===== src/rtl/control_pipe_tracker_pkg.sv =====
// Shared types for the control pipe tracker: pc_action encodings, forward selects, stage record.
// Pure declarations; no timing or flow-control behaviour of its own.
package control_pipe_tracker_pkg;

    typedef enum logic [1:0] {
        PC_INC    = 2'd0,
        PC_JUMP   = 2'd1,
        PC_BRANCH = 2'd2
    } pc_action_e;

    localparam logic [1:0] FWD_NONE  = 2'd0;
    localparam logic [1:0] FWD_EXMEM = 2'd1;
    localparam logic [1:0] FWD_MEMWB = 2'd2;

    // Address-width independent part of a stage record; the write address travels beside it.
    typedef struct packed {
        logic       valid;
        logic       writeEnable;
        logic       isLoad;
        pc_action_e pcAction;
    } stage_ctrl_t;

    localparam stage_ctrl_t STAGE_EMPTY = '{valid: 1'b0, writeEnable: 1'b0, isLoad: 1'b0, pcAction: PC_INC};

endpackage


===== src/rtl/control_pipe_stage.sv =====
// One pipeline-stage control record register; a bubble loads an empty record.
// Latency 1 clock; no backpressure, advances every clock.
module control_pipe_stage
    import control_pipe_tracker_pkg::*;
#(
    parameter int ADDR_W = 5
) (
    input  logic              clock,
    input  logic              reset,
    input  logic              bubble,
    input  stage_ctrl_t       ctrlIn,
    input  logic [ADDR_W-1:0] addrIn,
    output stage_ctrl_t       ctrlOut,
    output logic [ADDR_W-1:0] addrOut
);

    // A bubble clears the whole record so downstream never sees a stale address.
    always_ff @(posedge clock or posedge reset) begin
        if (reset) begin
            ctrlOut <= STAGE_EMPTY;
            addrOut <= '0;
        end else if (bubble) begin
            ctrlOut <= STAGE_EMPTY;
            addrOut <= '0;
        end else begin
            ctrlOut <= ctrlIn;
            addrOut <= addrIn;
        end
    end

endmodule


===== src/rtl/control_pipe_tracker.sv =====
// EX/MEM/WB control shadow: load-use/RAW stalls, forward selects, flushes; outputs combinational.
// CONTROL_PIPE_FORWARD_EN enables forwarding (1-cycle load-use stall), else RAW stall up to 2 cycles.
module control_pipe_tracker
    import control_pipe_tracker_pkg::*;
#(
    parameter int REG_ADDR_W = 5,
    parameter int FWD_W      = 2
) (
    input  logic                  clock,
    input  logic                  reset,
    input  logic                  id_valid,
    input  logic                  id_reg_write_enable,
    input  logic                  id_write_data_memory,
    input  logic [REG_ADDR_W-1:0] id_write_addr,
    input  logic [REG_ADDR_W-1:0] id_reg1_addr,
    input  logic [REG_ADDR_W-1:0] id_reg2_addr,
    input  logic [1:0]            id_pc_action,
    input  logic                  ex_branch_taken,
    output logic                  stall,
    output logic                  flush_if,
    output logic                  flush_id,
    output logic [FWD_W-1:0]      fwd1_sel,
    output logic [FWD_W-1:0]      fwd2_sel,
    output logic                  wb_write_enable,
    output logic [REG_ADDR_W-1:0] wb_write_addr
);

    stage_ctrl_t idCtrl, exCtrl, memCtrl, wbCtrl;
    logic [REG_ADDR_W-1:0] exAddr, memAddr, wbAddr;
    logic exBubble, branchFlush, rawHazard;
    logic exHit1, exHit2, memHit1, memHit2;
    logic [1:0] fwd1Raw, fwd2Raw;
    logic unusedFields;

    function automatic logic writerMatch(stage_ctrl_t c, logic [REG_ADDR_W-1:0] a,
                                         logic [REG_ADDR_W-1:0] src);
        return c.valid && c.writeEnable && (a != '0) && (a == src);
    endfunction

    assign idCtrl = '{valid: id_valid, writeEnable: id_reg_write_enable,
                      isLoad: id_write_data_memory, pcAction: pc_action_e'(id_pc_action)};

    assign exBubble = stall | flush_id | ~id_valid;

    control_pipe_stage #(.ADDR_W(REG_ADDR_W)) u_ex (
        .clock(clock), .reset(reset), .bubble(exBubble),
        .ctrlIn(idCtrl), .addrIn(id_write_addr), .ctrlOut(exCtrl), .addrOut(exAddr));

    control_pipe_stage #(.ADDR_W(REG_ADDR_W)) u_mem (
        .clock(clock), .reset(reset), .bubble(1'b0),
        .ctrlIn(exCtrl), .addrIn(exAddr), .ctrlOut(memCtrl), .addrOut(memAddr));

    control_pipe_stage #(.ADDR_W(REG_ADDR_W)) u_wb (
        .clock(clock), .reset(reset), .bubble(1'b0),
        .ctrlIn(memCtrl), .addrIn(memAddr), .ctrlOut(wbCtrl), .addrOut(wbAddr));

    assign exHit1  = writerMatch(exCtrl, exAddr, id_reg1_addr);
    assign exHit2  = writerMatch(exCtrl, exAddr, id_reg2_addr);
    assign memHit1 = writerMatch(memCtrl, memAddr, id_reg1_addr);
    assign memHit2 = writerMatch(memCtrl, memAddr, id_reg2_addr);

    assign branchFlush = ex_branch_taken && exCtrl.valid && (exCtrl.pcAction == PC_BRANCH);

`ifdef CONTROL_PIPE_FORWARD_EN
    assign rawHazard = id_valid && exCtrl.isLoad && (exHit1 || exHit2);
    assign fwd1Raw   = exHit1 ? FWD_EXMEM : (memHit1 ? FWD_MEMWB : FWD_NONE);
    assign fwd2Raw   = exHit2 ? FWD_EXMEM : (memHit2 ? FWD_MEMWB : FWD_NONE);
`else
    // WB is covered by the register file writing before it reads.
    assign rawHazard = id_valid && (exHit1 || exHit2 || memHit1 || memHit2);
    assign fwd1Raw   = FWD_NONE;
    assign fwd2Raw   = FWD_NONE;
`endif

    // Outputs are forced quiet while reset is held, regardless of what ID presents.
    always_comb begin
        stall    = ~reset & rawHazard & ~branchFlush;
        flush_id = ~reset & branchFlush;
        flush_if = ~reset & (branchFlush |
                   (id_valid & (pc_action_e'(id_pc_action) == PC_JUMP) & ~stall));
        fwd1_sel = reset ? '0 : FWD_W'(fwd1Raw);
        fwd2_sel = reset ? '0 : FWD_W'(fwd2Raw);
    end

    assign wb_write_enable = wbCtrl.valid & wbCtrl.writeEnable & (wbAddr != '0);
    assign wb_write_addr   = wbAddr;

    assign unusedFields = ^{exCtrl.isLoad, memCtrl.isLoad, memCtrl.pcAction,
                            wbCtrl.isLoad, wbCtrl.pcAction};

endmodule


===== config.mk =====
export PLATFORM = sky130hd
export DESIGN_NAME = control_pipe_tracker
export DESIGN_NICKNAME = d
export VERILOG_FILES = /design/src/rtl/control_pipe_tracker_pkg.sv /design/src/rtl/control_pipe_stage.sv /design/src/rtl/control_pipe_tracker.sv
export SDC_FILE = /design/constraint.sdc
export NUM_CORES = 1
export LEC_CHECK = 0
export BUFFER_PORTS_ARGS = -buffer_cell sky130_fd_sc_hd__buf_2
export CORE_MARGIN = 2
export CORE_UTILIZATION = 43
export CTS_CLUSTER_DIAMETER = 150
export DETAILED_ROUTE_END_ITERATION = 8
export GPL_ROUTABILITY_DRIVEN = 0
export HOLD_SLACK_MARGIN = 0.12
export PLACE_DENSITY = 0.78
export SLEW_MARGIN = 30
export SYNTH_ARGS = -nofsm -noshare
export SYNTH_HDL_FRONTEND = slang
export SYNTH_SLANG_ARGS = --single-unit

===== constraint.sdc =====
create_clock -name clock -period 3.22 [get_ports clock]
set_clock_uncertainty 0.2 [all_clocks]
set_input_delay 0.644 -clock clock [delete_from_list [all_inputs] [get_ports clock]]
set_output_delay 0.644 -clock clock [all_outputs]
set_load 0.02 [all_outputs]

### Word-level counts from Yosys, hierarchy flattened

Cells that the tools add are included.

* output and inout port bits: 13
* flip-flop bits (word level): 23
* logic and storage cells: 50
* bits of input ports: 23

* reduce and logical (&&, ||, !) cells: 17
* muxes and demuxes: 2
* equal/unequal tests: 6
* bitwise gates (word level): 15

Operator list (number)
* $eq 5x5->1: 4
* $reduce_bool 5->1: 3
* $logic_and 1x1->1: 11
* $mux 5: 2
* $and 1x1->1: 8
* $not 1->1: 4
* $logic_or 1x1->1: 3
* $or 1x1->1: 3
* $eq 2x1->1 const B: 1
* $eq 2x2->1 const B: 1

### Logic depth before layout (Yosys ltp)

* depth after elaboration: 13
* depth in mapped cells: 6
* depth with buffers taken out: 5

### By module

From an unflattened synthesis, not the netlist that was laid out.

* cells, all modules: 115
* area, all modules: 1327.5 um^2

By module, submodules not included
* control_pipe_stage: sequential area each 250.2 um^2, cells an instance 21, times used 3, area each 316.6 um^2
* control_pipe_tracker: sequential area each 0.0 um^2, cells an instance 52, times used 1, area each 377.9 um^2

### Worst setup path before layout

Ideal clock, no wire load.

* path kind: input to output
* from: input reset
* to: output stall
* path buffers: 1
* slack: 429 ps
* data arrival time: 1947 ps
* stages on the path: 5
* cell sequence: inv_1 and3_1 o2111ai_1 o22ai_1 buf_6

* longest elaborated chain between the ends: 3

RTL lines
* start, declared: RTL line control_pipe_tracker.sv:10 `input logic reset,`
* $not 1->1: RTL line control_pipe_tracker.sv:77 `stall = ~reset & rawHazard & ~branchFlush;`
* $and 1x1->1 (2 in a row): RTL line control_pipe_tracker.sv:77
* end, declared: RTL line control_pipe_tracker.sv:19 `output logic stall,`

No other way between the ends.

### Worst setup path after layout

* from: register u_ex.addrOut[3]
* to: output flush_if

* longest elaborated chain between the ends: 13
* elaborated cells on any way between the ends: 16
* classes of those cells: eq/ne: 2; bitwise: 6; reduce/logical: 8

RTL lines
* start, declared: RTL line control_pipe_stage.sv:14 `output logic [ADDR_W-1:0] addrOut`
* start signal, assigned: RTL line control_pipe_stage.sv:27 `addrOut <= addrIn;`
* $reduce_bool 5->1: RTL line control_pipe_tracker.sv:37 `return c.valid && c.writeEnable && (a != '0) && (a == src);`
* $logic_and 1x1->1 (2 in a row): RTL line control_pipe_tracker.sv:37
* $logic_or 1x1->1 * (3 in a row): RTL line control_pipe_tracker.sv:70 `assign rawHazard = id_valid && (exHit1 || exHit2 || memHit1 || memHit2);`
* $logic_and 1x1->1 *: RTL line control_pipe_tracker.sv:70
* $and 1x1->1 * (2 in a row): RTL line control_pipe_tracker.sv:77
* $not 1->1 *: RTL line control_pipe_tracker.sv:80 `(id_valid & (pc_action_e'(id_pc_action) == PC_JUMP) & ~stall));`
* $and 1x1->1 *: RTL line control_pipe_tracker.sv:80
* $or 1x1->1 *: RTL line control_pipe_tracker.sv:79 `flush_if = ~reset & (branchFlush |`
* $and 1x1->1 *: RTL line control_pipe_tracker.sv:79
* end, declared: RTL line control_pipe_tracker.sv:20 `output logic flush_if,`

Every way passes the cells marked *; elsewhere a longest branch is shown, timed or not.

==> summary.md <==
## Outcome
* finished, final reports clean — status

## Finish
* 408 µm² — area taken by multi-input logic gates
* 28.0% — layout cells sized above 1
* 149 — count of nets after finishing
* 0.00122 mm² — area of all placed cells without fillers
* 0 — ANT cells
* 18.4% — post-synthesis to final-layout area growth
* 223 — Filler cells
* 576 µm² — area taken by flip-flops and latches

## Drt
* 2 — Pre-Repair DR Iteration Count
* 0 — antenna viol nets, final
* 4.91 — routed via count divided by cell count
* 8 — Starting DRT DRC Count
* 12.3 µm — average wire per cell in the routed design
* 1.88 mm — Routed WL
* 0 — post-detailed-route DRC marker count
* 751 — total vias in the final route

## CTS
* 2 — buffers from clock root to sink, at most
* 0.12 ns — Clock Pin Slew Worst Setup and Hold Paths
* yes — TritonCTS clock tree
* sky130_fd_sc_hd__clkbuf_4 — clock tree root driver cell
* 0 — hold buffer count at cts
* 3 — number of clock buffers inserted by TritonCTS
* 0 — CTS-repair resized insts
* 1 — CTS H-tree depth
* 23 — number of sinks on the clock net
* 0.31 ns — Clock Latency Late Sink
* 0 — Setup Fix Bufs, Post-CTS

## Worst setup path
* reg -> out — critical path class
* u_ex.ctrlOut[3] — terminus of the critical flop-to-flop path
* or4_1, o2111ai_1, o22ai_1, a21oi_1, buf_2 — critical path cell sequence
* 1.23 ns — worst-case register-to-register setup slack
* flop — CP startpoint kind
* 2.04 ns — signal arrival time at the worst endpoint
* 6 — largest fanout of any net on the critical path
* simple AND/OR/NAND/NOR gates — CP delay by family, top
* 5 — number of cells traversed by the worst register-to-register path
* u_ex.addrOut[3] — Reg-to-Reg Start
* 0.55 ns — largest stage delay on the critical path
* 1 — Bufs and invs on worst path
* sky130_fd_sc_hd__or4_1 — master of the slowest instance on the critical path
* primary output — element type at the critical path end
* 2.38 ns — required time at the worst-slack endpoint

## Synth
* 0 — count of warnings emitted by yosys
* 23 — register bit total from synthesis
* 56.0% — register area share after synthesis
* 0.00103 mm² — combined area of all synthesized cells
* sky130_fd_sc_hd__dfrtp_1, sky130_fd_sc_hd__xor2_1, sky130_fd_sc_hd__nor2_1, sky130_fd_sc_hd__nand3_1, sky130_fd_sc_hd__buf_4 — cells taking the most area after synthesis
* 21 — Synth cell types
* sky130_fd_sc_hd__dfrtp_1 — cell accounting for the most synthesized area
* 11.1 µm² — mean instance size in the synthesized netlist
* 56.0% — share of Yosys cell area claimed by the top area cell type
* 93 — number of instances in the synthesized netlist

## Timing
* 2.88 ns — min Tclk post-route
* false — RSZ-0062 raised after global routing
* 0 — final count of hold timing violations
* 0.347 GHz — f_max
* 89.5% — crit share post-route
* 0.337 ns — worst path setup slack after routing
* 0 ns — setup total negative slack
* 0 — Slew Limit Fails
* 0 — final setup violation count

## Floorplanning
* 52.9 µm — Die Y
* 17 — placement row count
* 52.9 µm — width of the die
* 36 — number of top-level pins
* 0.00223 mm² — area inside the core boundary
* 46.1% — starting density of the core
* 0.00280 mm² — area of the die

## GRT
* 26 — largest net degree at the start of global routing
* 746 — via count of the first global-routing pass
* 15.8% — GRT Resource Usage Total
* 3.16 mm — global-route wire length before repair
* 0 — antenna violations before repair
* 0 — grt ovf

## Power and ir drop
* 0.224 mV — Max VDD drop
* 0.665 nW — LEAKAGE
* 430 mW/mm² — power density relative to cell area

## Placed design
* 0.00119 mm² — cell area after placement
* 0.469 ns — worst-case setup slack after placement
* 1.47 mm — half-perimeter wire length of the detailed placement result
* 30 — port buffer count

## Job
* 0 — Max Cap Viol

## Worst hold path
* in -> async — worst min-delay path category

[routing by layer]
layer  track usage [%]  vias up  share of wire (%)
met5                 0        -                  0
met4              7.69        0                1.5
met3              4.24        3                6.6
met2              26.5       28                 49
met1              18.6      350                 43
li1                  -      370                  -
[area by class of cell]
type	count	area share, %
flip-flops and latches	23	47.3
multi-input cells	64	33.5
repair buffers	32	13.6
well taps	28	2.88
clock buffers	4	2.16
inverters	2	0.617
[placed cells by master (no fill, tap or decap), types with 2 or more instances in the layout]
master                      count
sky130_fd_sc_hd__buf_2         30
sky130_fd_sc_hd__dfrtp_1       23
sky130_fd_sc_hd__xor2_1        20
sky130_fd_sc_hd__nor2_1        13
sky130_fd_sc_hd__nand3_1        8
sky130_fd_sc_hd__nor3_1         4
sky130_fd_sc_hd__conb_1         4
sky130_fd_sc_hd__clkbuf_4       3
sky130_fd_sc_hd__inv_1          2
sky130_fd_sc_hd__a22oi_1        2
sky130_fd_sc_hd__or4_1          2
sky130_fd_sc_hd__nand4b_1       2
sky130_fd_sc_hd__o2111ai_1      2
sky130_fd_sc_hd__buf_4          2
[worst min-delay path: stages]
cell and delay, ns:
sky130_fd_sc_hd__buf_2 0.09, sky130_fd_sc_hd__inv_1 0.07, sky130_fd_sc_hd__buf_4 0.30
[cells in the mapped netlist (all sizes together)]
| library cell | count |
|---|---|
| a21oi | 1 |
| a22oi | 2 |
| and3 | 1 |
| buf | 5 |
| clkbuf | 2 |
| conb | 1 |
| dfrtp | 23 |
| inv | 2 |
| nand2 | 1 |
| nand2b | 1 |
| nand3 | 8 |
| nand4b | 2 |
| nor2 | 13 |
| nor3 | 4 |
| o2111ai | 2 |
| o22ai | 1 |
| o311a | 1 |
| or3 | 1 |
| or4 | 2 |
| xor2 | 20 |
[logic make-up (layout without fill, tap and decap cells)]
| logic type | Yosys count | after routing | synth area share, % |
|---|---|---|---|
| AOI/OAI and AO/OA | 7 | 7 | 5.23 |
| xor gates and xnor gates | 20 | 20 | 17.0 |
| buffers and inverters | 9 | 38 | 5.48 |
| DFF | 23 | 23 | 56.0 |
| other | 1 | 4 | 0.365 |
| and+or+nand+nor | 33 | 33 | 15.9 |
[where the power goes]
group	switching, W	internal [W]
logic	0.0000428	0.0000326
clock network	0.0000825	0.0000484
registers	0.0000131	0.000304
total	0.000138	0.000385
[sequential cells by signal, summed over array words and instances (netlist names)]
| register | flops |
|---|---|
| u_ex.addrOut | 5 |
| u_ex.ctrlOut | 4 |
| u_mem.addrOut | 5 |
| u_mem.ctrlOut | 2 |
| u_wb.addrOut | 5 |
| u_wb.ctrlOut | 2 |
[metrics by stage]
step / util [%] / cells / power [W] / hold slack [ns]
2_1_floorplan: - / 96 / 0.000371 / 0.153
3_3_place_gp: 53.3 / 149 / 0.000396 / 0.160
3_5_place_dp: 53.3 / 149 / 0.000399 / 0.170
4_1_cts: 54.5 / 153 / 0.000530 / 0.192
5_1_grt: 54.5 / 153 / 0.000552 / 0.206
6_report: 54.5 / 153 / 0.000524 / 0.191
[worst max path at each step]
stage / start / end / slack [ns] / cells after the start
final: u_ex.addrOut[3] / flush_if / 0.34 / 5
after global routing: u_ex.addrOut[3] / flush_if / 0.15 / 5
after CTS: u_ex.addrOut[3] / flush_if / 0.31 / 5
after detailed placement: id_reg1_addr[0] / stall / 0.47 / 6
after global placement: id_reg1_addr[1] / stall / 0.49 / 6
after floorplan: reset / stall / 0.43 / 5
(Power assumes the default switching activity.)
